==> src/rtl/id_ex_operand_stage.sv <==
// ID/EX pipeline register with operand forwarding for the 16-bit 5-stage pipeline.
// Each operand slot (A = Rs, B = Rt) is one lane instance: held data, specifier, and its bypass mux.

module id_ex_operand_lane #(
  parameter int WIDTH = 16,
  parameter int RBITS = 3
) (
  input  logic             clk,
  input  logic             rst,
  input  logic             flush,
  input  logic             stall,
  input  logic [WIDTH-1:0] idData,
  input  logic [RBITS-1:0] idSpec,
  input  logic             exmemRegwrite,
  input  logic [RBITS-1:0] exmemRd,
  input  logic [WIDTH-1:0] exmemResult,
  input  logic             memwbRegwrite,
  input  logic [RBITS-1:0] memwbRd,
  input  logic [WIDTH-1:0] memwbResult,
  input  logic             bypass,
  input  logic [WIDTH-1:0] bypassData,
  output logic [WIDTH-1:0] fwdData
);

  logic [WIDTH-1:0] heldData;
  logic [RBITS-1:0] heldSpec;
  logic             exmemHit;
  logic             memwbHit;

  assign exmemHit = exmemRegwrite && (exmemRd == heldSpec);
  assign memwbHit = memwbRegwrite && (memwbRd == heldSpec);

  always_ff @(posedge clk) begin
    if (rst || flush) begin
      heldData <= '0;
      heldSpec <= '0;
    end else if (stall) begin
      // Producer may retire while we wait; capture its value so release sees it.
      if (memwbHit) heldData <= memwbResult;
    end else begin
      heldData <= idData;
      heldSpec <= idSpec;
    end
  end

  // Youngest producer wins; an immediate operand bypasses forwarding entirely.
  always_comb begin
    fwdData = heldData;
    if (bypass)        fwdData = bypassData;
    else if (exmemHit) fwdData = exmemResult;
    else if (memwbHit) fwdData = memwbResult;
  end

endmodule

module id_ex_operand_stage #(
  parameter int WIDTH = 16,
  parameter int RBITS = 3
) (
  input  logic             clk,
  input  logic             rst,
  input  logic             stall,
  input  logic             flush,
  input  logic             id_valid,
  input  logic [WIDTH-1:0] id_rdata1,
  input  logic [WIDTH-1:0] id_rdata2,
  input  logic [RBITS-1:0] id_rs,
  input  logic [RBITS-1:0] id_rt,
  input  logic [RBITS-1:0] id_rd,
  input  logic             id_regwrite,
  input  logic             id_use_imm,
  input  logic [WIDTH-1:0] id_imm,
  input  logic [2:0]       id_alu_op,
  input  logic             exmem_regwrite,
  input  logic [RBITS-1:0] exmem_rd,
  input  logic [WIDTH-1:0] exmem_result,
  input  logic             memwb_regwrite,
  input  logic [RBITS-1:0] memwb_rd,
  input  logic [WIDTH-1:0] memwb_result,
  output logic             ex_valid,
  output logic [WIDTH-1:0] ex_inA,
  output logic [WIDTH-1:0] ex_inB,
  output logic [2:0]       ex_alu_op,
  output logic [RBITS-1:0] ex_rd,
  output logic             ex_regwrite
);

  localparam int NUM_LANES = 2;

  typedef struct packed {
    logic             valid;
    logic [RBITS-1:0] rd;
    logic             regwrite;
    logic             useImm;
    logic [WIDTH-1:0] imm;
    logic [2:0]       aluOp;
  } ctrl_t;

  ctrl_t ctrlQ;
  ctrl_t ctrlD;

  logic [NUM_LANES-1:0][WIDTH-1:0] laneIdData;
  logic [NUM_LANES-1:0][RBITS-1:0] laneIdSpec;
  logic [NUM_LANES-1:0]            laneBypass;
  logic [NUM_LANES-1:0][WIDTH-1:0] laneFwd;

  assign laneIdData = {id_rdata2, id_rdata1};
  assign laneIdSpec = {id_rt, id_rs};
  assign laneBypass = {ctrlQ.useImm, 1'b0};

  assign ctrlD = '{valid:    id_valid,
                   rd:       id_rd,
                   regwrite: id_regwrite,
                   useImm:   id_use_imm,
                   imm:      id_imm,
                   aluOp:    id_alu_op};

  always_ff @(posedge clk) begin
    if (rst || flush) ctrlQ <= '0;
    else if (!stall)  ctrlQ <= ctrlD;
  end

  for (genvar l = 0; l < NUM_LANES; l++) begin : gLane
    id_ex_operand_lane #(.WIDTH(WIDTH), .RBITS(RBITS)) uLane (
      .clk           (clk),
      .rst           (rst),
      .flush         (flush),
      .stall         (stall),
      .idData        (laneIdData[l]),
      .idSpec        (laneIdSpec[l]),
      .exmemRegwrite (exmem_regwrite),
      .exmemRd       (exmem_rd),
      .exmemResult   (exmem_result),
      .memwbRegwrite (memwb_regwrite),
      .memwbRd       (memwb_rd),
      .memwbResult   (memwb_result),
      .bypass        (laneBypass[l]),
      .bypassData    (ctrlQ.imm),
      .fwdData       (laneFwd[l])
    );
  end

  assign ex_valid    = ctrlQ.valid;
  assign ex_inA      = laneFwd[0];
  assign ex_inB      = laneFwd[1];
  assign ex_alu_op   = ctrlQ.aluOp;
  assign ex_rd       = ctrlQ.rd;
  assign ex_regwrite = ctrlQ.regwrite & ctrlQ.valid;

endmodule
==> config.mk <==
export PLATFORM = sky130hd
export DESIGN_NAME = id_ex_operand_stage
export DESIGN_NICKNAME = d
export VERILOG_FILES = /design/src/rtl/id_ex_operand_stage.sv
export SDC_FILE = /design/constraint.sdc
export NUM_CORES = 1
export LEC_CHECK = 0
export BUFFER_PORTS_ARGS = -buffer_cell sky130_fd_sc_hd__clkbuf_2
export CORE_MARGIN = 2
export CORE_UTILIZATION = 45
export DETAILED_ROUTE_END_ITERATION = 16
export PLACE_DENSITY = 0.76
export SETUP_SLACK_MARGIN = 0.5
export SLEW_MARGIN = 5
export SYNTH_ARGS = -nofsm -noshare
export SYNTH_HDL_FRONTEND = slang
export SYNTH_SLANG_ARGS = --single-unit
==> constraint.sdc <==
create_clock -name clk -period 2.5 [get_ports clk]
set_input_delay 0.5 -clock clk [delete_from_list [all_inputs] [get_ports clk]]
set_output_delay 0.5 -clock clk [all_outputs]
set_load 0.05 [all_outputs]
* Word level (Yosys, flattened, before mapping) *
Index checks and enable logic that the tools add are counted.

word-level totals
  input bits = 107
  output and inout bits = 40
  bits in registers = 63
  logic and storage cells = 27

operators by class
  eq/ne operators = 4
  reductions and logical operators = 5
  bitwise gates (word level) = 1
  mux-type cells = 7

operator list
  kind               number
  $mux 16            7
  $eq 3x3->1         4
  $logic_and 1x1->1  4
  $and 1x1->1        1
  $logic_or 1x1->1   1

* Logic depth before layout (Yosys ltp) *
Gate-level depths: netlist of the first run.

  depth after elaboration = 5
  gate-level depth with buffers = 6
  depth with buffers taken out = 4

* By module *
Synthesis of the first run repeated with hierarchy kept, for this count alone.

second synthesis, totals
  cell total of the unflattened synthesis = 524
  area, all modules = 3992.6 um^2

by module, submodules not included
  module               sequential area each (um^2)  area each (um^2)  cells an instance  instances
  id_ex_operand_lane   380.4                        1511.4            217                2
  id_ex_operand_stage  500.5                        969.7             90                 1

* Least setup slack after synthesis of the first run *
OpenSTA, ideal clock, no wires.

  path type = input to output
  start point = in exmem_rd[1]
  end point = out ex_inB[10]
  buffers on the path = 2
  data required time = 2000 ps
  data arrival time = 2770 ps
  slack = -770 ps
  cell stages on the path = 6
  path through = xnor2_1 -> and4_1 -> buf_2 -> buf_1 -> a211oi_2 -> o31ai_1

on the way
  longest elaborated chain between the ends = 4

RTL lines
  element            RTL line  RTL
  start, declared    75        input logic [RBITS-1:0] exmem_rd,
  $eq 3x3->1         30        assign exmemHit = exmemRegwrite && (exmemRd == heldSpec);
  $logic_and 1x1->1  30
  $mux 16            50        else if (exmemHit) fwdData = exmemResult;
  $mux 16            49        if (bypass) fwdData = bypassData;
  end, declared      82        output logic [WIDTH-1:0] ex_inB,

No other way between the ends.

* Worst setup path after layout of the first run *
  start point = reg gLane[1].uLane.heldSpec[2]
  end point = out ex_inB[8]

on the way
  longest elaborated chain between the ends = 5
  elaborated cells on any way between the ends = 7
  those cells by class = 2 x eq/ne; 3 x mux; 2 x reduce/logical

RTL lines
  element                 RTL line  RTL
  start, declared         26        logic [RBITS-1:0] heldSpec;
  start signal, assigned  42        heldSpec <= idSpec;
  $eq 3x3->1              31        assign memwbHit = memwbRegwrite && (memwbRd == heldSpec);
  $logic_and 1x1->1       31
  $mux 16                 51        else if (memwbHit) fwdData = memwbResult;
  $mux 16 (*)             50
  $mux 16 (*)             49

Mark *: on every way between the ends. The rest lies on a longest branch, timed or not.

==> results of run 1 <==
==> what timing repair did <==
item	in CTS	in global routing
setup buffers	4	2
endpoints found under the setup margin	42	32
gates resized for setup	88	33
pin swaps	11	5
cloned	2	3
==> sequential cells by signal, indices dropped and copies added, names as in the netlist <==
register,count
gLane.uLane.heldData,32
gLane.uLane.heldSpec,6
ex_alu_op,3
ctrlQ,18
ex_valid,1
ex_rd,3
==> layout make-up <==
cell class,count,share of cell area (%)
well taps,99,2.033
multi-input cells,323,46.68
repair buffers,187,26.68
flip-flops and latches,63,20.97
clock inverters,7,1.602
clock buffers,9,2.033
==> power by group through the flow <==
stage	clock [mW]	sequential [mW]	combinational (mW)
after floorplan	0	1.09	0.555
after global placement	0	1.09	0.860
after detailed placement	0	1.09	0.873
after CTS	1.01	1.07	0.975
after global routing	1.07	1.08	1.06
final	1.00	1.08	1.02
==> worst min-delay path by stage <==
stage | start | endpoint | slack [ns] | depth (start not counted)
after detailed placement | ctrlQ[15]$_SDFFE_PP0N_ | ctrlQ[15]$_SDFFE_PP0N_ | 0.48 | 2
after floorplan | ctrlQ[20]$_SDFFE_PP0N_ | ctrlQ[20]$_SDFFE_PP0N_ | 0.45 | 2
after global routing | stall | gLane[0].uLane.heldData[3]$_SDFF_PP0_ | 0.36 | 2
final | stall | gLane[0].uLane.heldData[3]$_SDFF_PP0_ | 0.36 | 2
after global placement | ctrlQ[20]$_SDFFE_PP0N_ | ctrlQ[20]$_SDFFE_PP0N_ | 0.47 | 2
after CTS | stall | gLane[0].uLane.heldData[3]$_SDFF_PP0_ | 0.36 | 2
==> critical path: cells and delay by family (launching register included) <==
family                 cells  cell delay (ns)
flip-flops                 1             0.35
XOR/XNOR                   1             0.15
buffers and inverters      2             0.35
AND/OR/NAND/NOR            1             0.62
AO/OA/AOI/OAI              2             0.37
==> synthesized netlist by cell type <==
master / number / share of area [%]
xnor2_1: 9 / 2.3
nor4b_2: 1 / 0.44
a211oi_2: 14 / 5.1
a21oi_1: 32 / 4.7
or2_2: 1 / 0.18
and4_1: 1 / 0.26
or4b_1: 1 / 0.29
clkbuf_1: 27 / 3.0
and2_1: 1 / 0.18
buf_4: 6 / 1.3
nand2_1: 64 / 7.0
dfxtp_1: 63 / 37
buf_6: 2 / 0.66
buf_1: 3 / 0.33
o31ai_1: 16 / 3.5
buf_2: 7 / 1.0
a31oi_1: 16 / 2.9
nor4_1: 16 / 2.9
o21ai_0: 32 / 4.7
mux2i_1: 47 / 14
xor2_1: 3 / 0.77
nand4_1: 3 / 0.55
nor2_1: 64 / 7.0
a211oi_1: 2 / 0.44
==> layer usage <==
metal	track usage, %	part of all wire (%)	vias up
li1	-	-	1819
met5	0	0	-
met3	5.145	5.6	14
met1	40.03	43	1843
met2	49.63	50	148
met4	9.343	1.6	0
==> logic make-up after synthesis <==
family | count (synthesis) | synth area share [%]
AOI/OAI and AO/OA | 112 | 21.31
buffers and inverters | 45 | 6.277
xor gates and xnor gates | 12 | 3.066
and+or+nand+nor | 152 | 18.83
muxes | 47 | 13.72
DFF | 63 | 36.79
==> run summary, run 1 <==
The run finished, with violations left. The checks that failed: negative setup slack. Dividing total power by cell area gives a power density of 508.0 mW/mm^2. In this run the static leakage power is 2.472 nW.

After legalization and detailed placement, the total HPWL measured 8687 um. The total placed instance area came out at 0.005235 sq mm. The final wirelength is 12750 um.

The width of the chip came out at 91.29 um. The worst register-to-register path begins at gLane[1].uLane.heldSpec[2]$_SDFFE_PP0N_. The max-capacitance violation count is 0. Cell internal power was estimated by the tool at 2.067 mW. The combined area of all synthesized cells is 0.003428 sq mm.

The number of nets in the synthesized netlist is 538. The congestion estimate from routability-driven global placement came to 0.9260. The clock tree from TritonCTS is built. The clock latency reported for the late side of the worst-skew pair came out at 0.35 ns.

The clock net in this run drives a total of 63 sinks. The clock period minus worst slack came out at 2.686 ns. The quantity of I/O buffers inserted on ports is 146.

The sequential element share of the synthesized area is 36.79%. The post-route DRC violation count came out at 0. The clock passes through at most 2 buffers. The number of antenna violations at the first check in global routing came out at 0.

The number of top-level pins came out at 147. The filler cell count in the final layout came out at 422. Entering global routing, the biggest net connects 49 pins. Once layout is complete, the utilization of the core stands at 83.10%. The Yosys step of the flow raised 0 warnings. The total net switching power is 1.028 mW. The sequential group share of total power is 34.8%. In this run the number of H-tree levels came out at 3. The final cell count without fillers came out at 688. The summed area of non-filler cells in the final layout came out at 0.006092 sq mm.

The number of DRC violations after detailed-routing iteration 0 is 259. The wire length per cell is 18.53 um. Tracing the worst setup path back leads to its startpoint at gLane[1].uLane.heldSpec[2]$_SDFFE_PP0N_.

The detailed-router iteration count before antenna repair is 5. The number of antenna diodes came out at 0. The number of global-route vias before repair came out at 3765. The count of unique library cells instantiated by Yosys came out at 24. The slew of the pin with the lowest slew margin is 0.6339 ns. In the layout the commonest cells are clkbuf_2 (110), nand2_1 (64), dfxtp_1 (56). The die area came out at 0.008333 sq mm. The share of total power consumed by net switching is 33.22%. For the worst setup path, the data required time is 2.00 ns. Including well taps, the total number of placed cells is 661.

The average cell area after synthesis came out at 7.954 sq um. The number of cells traversed by the worst register-to-register path is 7. The cell count after synthesis came out at 431. The total global routing track utilization came out at 30.01%. The class of the most critical hold timing path is input port to flip-flop. The die height is 91.29 um. The wire length of the first global-routing pass came out at 19580 um.

The total overflow reported by the global router came out at 0. The effective utilization at floorplan came out at 46.77%. The final worst-path cycle share is 107.4%. The worst slack at placement is -0.3246 ns. The number of synthesized register bits came out at 63. In this run the worst setup path terminates at ex_inB[8].

The critical path's largest stage delay came out at 0.62 ns. Setup repair after global routing could not meet its margin everywhere. The number of hold-slack violations in the final timing report is 0. After layout, the worst setup slack is -0.1861 ns.

The highest fanout seen on the critical path came out at 6. The headroom to the max-slew limit came out at 57.74%. The maximum clock frequency came out at 372.3 MHz.

The final setup violation count is 16. The CTS buffer count is 9. The minimum hold slack is 0.3636 ns. The area used by sequential logic in the layout came out at 0.001277 sq mm.

The core area came out at 0.007331 sq mm. The design draws 3.095 mW. The total number of vias is 3824. The worst setup path is launched from a flip-flop.

The category of the most critical setup path is flip-flop to output port. The multi-input combinational cells in the finished layout cover a total of 0.002844 sq mm. The final sum of negative setup slack came out at -2.352 ns. The fraction of power consumed by the clock network came out at 32.4%.

The clock transition at the register clock pins on the worst setup and hold paths after CTS came out at 0.08 ns. The count of antenna-violating nets left after detailed routing is 0. The most common cell after layout, fill and taps aside is clkbuf_2. The final worst clock skew is 0.01153 ns. The fraction of final layout cells with drive strength greater than 1 is 51.61%. In this run the register-to-register setup slack is 0.65 ns.

The number of placement rows is 31. The tree is rooted in a clkbuf_8. The maximum vdd ir drop is 0.5399 mV. The layout-stage area growth over the synthesis result is 77.70%.

Walking the worst path, the cells encountered are xor2_2 -> or4b_4 -> buf_8 -> a211oi_4 -> o31ai_4 -> buf_12. The worst setup path is captured at an output port. The number of nets in the final layout came out at 691. The combinational share of power came out at 32.8%. The worst register-to-register path ends at gLane[1].uLane.heldData[4]$_SDFF_PP0_. The number of max-slew violations in the final report is 0. The hold buffer count at CTS came out at 0. The per-cell via count in the routed design is 5.558. Data arrives at the worst endpoint at 2.19 ns. On the critical path, the stage with the largest delay is an instance of or4b_4.
Power figures use the tool's default switching activity.
==> run 2, diff against run 1 <==
clock period = 3.33 ns   (was 2.5 ns; I/O delays follow)
==> run summary, run 2 (same netlist as run 1, synthesis figures left out) <==
The flow ran to the end, and the final reports show no timing, DRC or antenna violations. The placed wire-length estimate was 8589 um (-1.1%). Derived from the worst setup path, the maximum achievable clock frequency is 337.5 MHz.

The category of the most critical setup path is input port to output port. The post-route DRC violation count is 0 (unchanged). The final worst clock skew is 0.01072 ns (-0.0008155 ns). The area used by sequential logic in the layout is 0.001264 sq mm (-1.1%). The static power due to leakage is 2.266 nW (-8.3%). The clock period minus worst slack came out at 2.963 ns. The number of flip-flops under the largest register name came out at 32 (unchanged). The wire length of the first global-routing pass was 18610 um (-4.9%). The detailed-router iteration count before antenna repair was 5 (unchanged). The CTS buffer count came out at 9 (unchanged). The path class of the tightest hold or removal check is flip-flop to flip-flop. The number of nets in the final layout is 668 (-3.3%). The die height is 91.29 um (unchanged). The total number of vias is 3762 (-1.6%).

The wire length per cell is 18.00 um (-2.9%). The total overflow reported by the global router came out at 0 (unchanged). The final sum of negative setup slack came to 0 ns (+2.352 ns). The sink count of the clock tree is 63 (unchanged). The width of the chip came out at 91.29 um (unchanged).

The fraction of final layout cells with drive strength greater than 1 is 43.01% (-8.6 points). The final wirelength came out at 11950 um (-6.3%). The weighted congestion at the end of routability-driven global placement came to 0.8872 (-4.2%). The maximum vdd ir drop was 0.3110 mV (-42%).

The most common cell after layout, fill and taps aside is clkbuf_2. The total power per unit cell area came out at 403.6 mW/mm^2 (-21%). The max-capacitance violation count is 0 (unchanged). The worst endpoint data arrival time came out at 2.30 ns (+0.11 ns). The count of antenna-violating nets left after detailed routing was 0 (unchanged). The effective utilization at floorplan is 46.77% (unchanged).

The core area is 0.007331 sq mm (unchanged). The area used by multi-input combinational logic is 0.002480 sq mm (-13%). The worst slack at placement is 0.2298 ns (+0.5543 ns). The clock latency reported for the late side of the worst-skew pair is 0.34 ns (about the same). The per-cell via count in the routed design is 5.666 (+1.9%). The headroom to the max-slew limit is 54.00% (-3.7 points). The layout-stage area growth over the synthesis result came out at 53.50%. The root buffer cell chosen for the clock tree is clkbuf_8. The worst path uses 88.98% of the clock period. The number of antenna violations at the first check in global routing is 0 (unchanged). Setup repair after global routing could not meet its margin everywhere. The total global routing track utilization came to 28.52% (-1.5 points).

In the layout the commonest cells are clkbuf_2 (126), nand2_1 (64), nor2_1 (63). STA classifies the critical path startpoint as an input port. The final setup violation count is 0 (-16). The number of top-level pins is 147 (unchanged).

The total power came out at 2.124 mW (-31%). The required time of the critical path is 2.66 ns (+0.66 ns). The clock transition at the register clock pins on the worst setup and hold paths after CTS is 0.07 ns (about the same).

The die area is 0.008333 sq mm (unchanged). The maximum number of pins on one net before global-route repair came out at 59 (+20%). The number of hold-slack violations in the final timing report is 0 (unchanged). The slew of the pin with the lowest slew margin is 0.6882 ns (+0.05430 ns). The number of max-slew violations in the final report came out at 0 (unchanged). The worst path setup slack after routing came out at 0.3670 ns (+0.5531 ns). The number of DRC violations after detailed-routing iteration 0 came to 333 (+29%). The number of antenna diodes came out at 0 (unchanged). TritonCTS built the clock tree. The number of global-route vias before repair was 3564 (-5.3%). The number of placement rows came to 31 (unchanged). The maximum root-to-sink buffer count is 2 (unchanged). The worst setup path is captured at an output port. The quantity of I/O buffers inserted on ports came out at 146 (unchanged). In the final layout, the registers with the most flip-flops are gLane.uLane.heldData: 32 flops, ctrlQ: 18 flops, gLane.uLane.heldSpec: 6 flops.

The highest fanout seen on the critical path is 8 (+2). The maximum level of the CTS H-tree came out at 3 (unchanged). The register name with the most flops is gLane.uLane.heldData.

The hold buffer count at CTS came out at 0 (unchanged). The filler cell count in the final layout came out at 566 (+34%).
[run 2: layout make-up]
cell class	count	share of cell area, %
flip-flops and latches	63	24.01
well taps	99	2.354
clock inverters	4	0.8559
repair buffers	164	22.78
multi-input cells	323	47.12
clock buffers	11	2.877
[run 2: worst max-delay path: stages]
cell      delay [ns]
buf_8           0.10
xor2_2          0.14
or4b_4          0.62
buf_12          0.19
a211oi_4        0.28
o31ai_4         0.11
buf_12          0.18
[run 2: path summary, 6_finish.rpt]
kind	endpoint	depth (start not counted)	slack (ns)	start
max	ex_inB[12]	7	0.37	memwb_rd[2]
min	ctrlQ[20]$_SDFFE_PP0N_	2	0.49	ctrlQ[20]$_SDFFE_PP0N_
max reg2reg	gLane[1].uLane.heldData[5]$_SDFF_PP0_	6	1.30	gLane[1].uLane.heldSpec[1]$_SDFFE_PP0N_
min reg2reg	ctrlQ[20]$_SDFFE_PP0N_	2	0.49	ctrlQ[20]$_SDFFE_PP0N_
[run 2: timing repair]
item / 4_1_cts / 5_1_grt
pin swaps: 18 / 2
setup endpoints to repair: 16 / 27
gates cloned: 1 / 0
setup buffers: 2 / 1
gates resized for setup: 20 / 22
[run 2: metrics by stage]
stage / std cells / hold WS, ns / util (%) / cell area (sq um)
2_1_floorplan: 431 / 0.4486 / - / 3785
3_3_place_gp: 645 / 0.4696 / 65.47 / 4800
6_report: 664 / 0.4941 / 71.79 / 5263
3_5_place_dp: 645 / 0.4823 / 65.47 / 4800
4_1_cts: 663 / 0.4941 / 70.47 / 5166
5_1_grt: 664 / 0.5203 / 71.79 / 5263
[run 2: metal layers]
| layer | vias to the layer above | share of wire, % | global-route usage [%] |
|---|---|---|---|
| met2 | 237 | 46 | 44.51 |
| met3 | 40 | 7.9 | 5.560 |
| li1 | 1765 | - | - |
| met4 | 0 | 3.2 | 10.61 |
| met1 | 1720 | 43 | 39.12 |
| met5 | - | 0 | 0 |
[run 2: where the power goes]
group / total, mW / switching [mW] / internal [mW] / leakage, nW
Clock: 0.673 / 0.295 / 0.379 / 0.105
Combinational: 0.641 / 0.374 / 0.267 / 1.65
Sequential: 0.809 / 0.0255 / 0.783 / 0.516
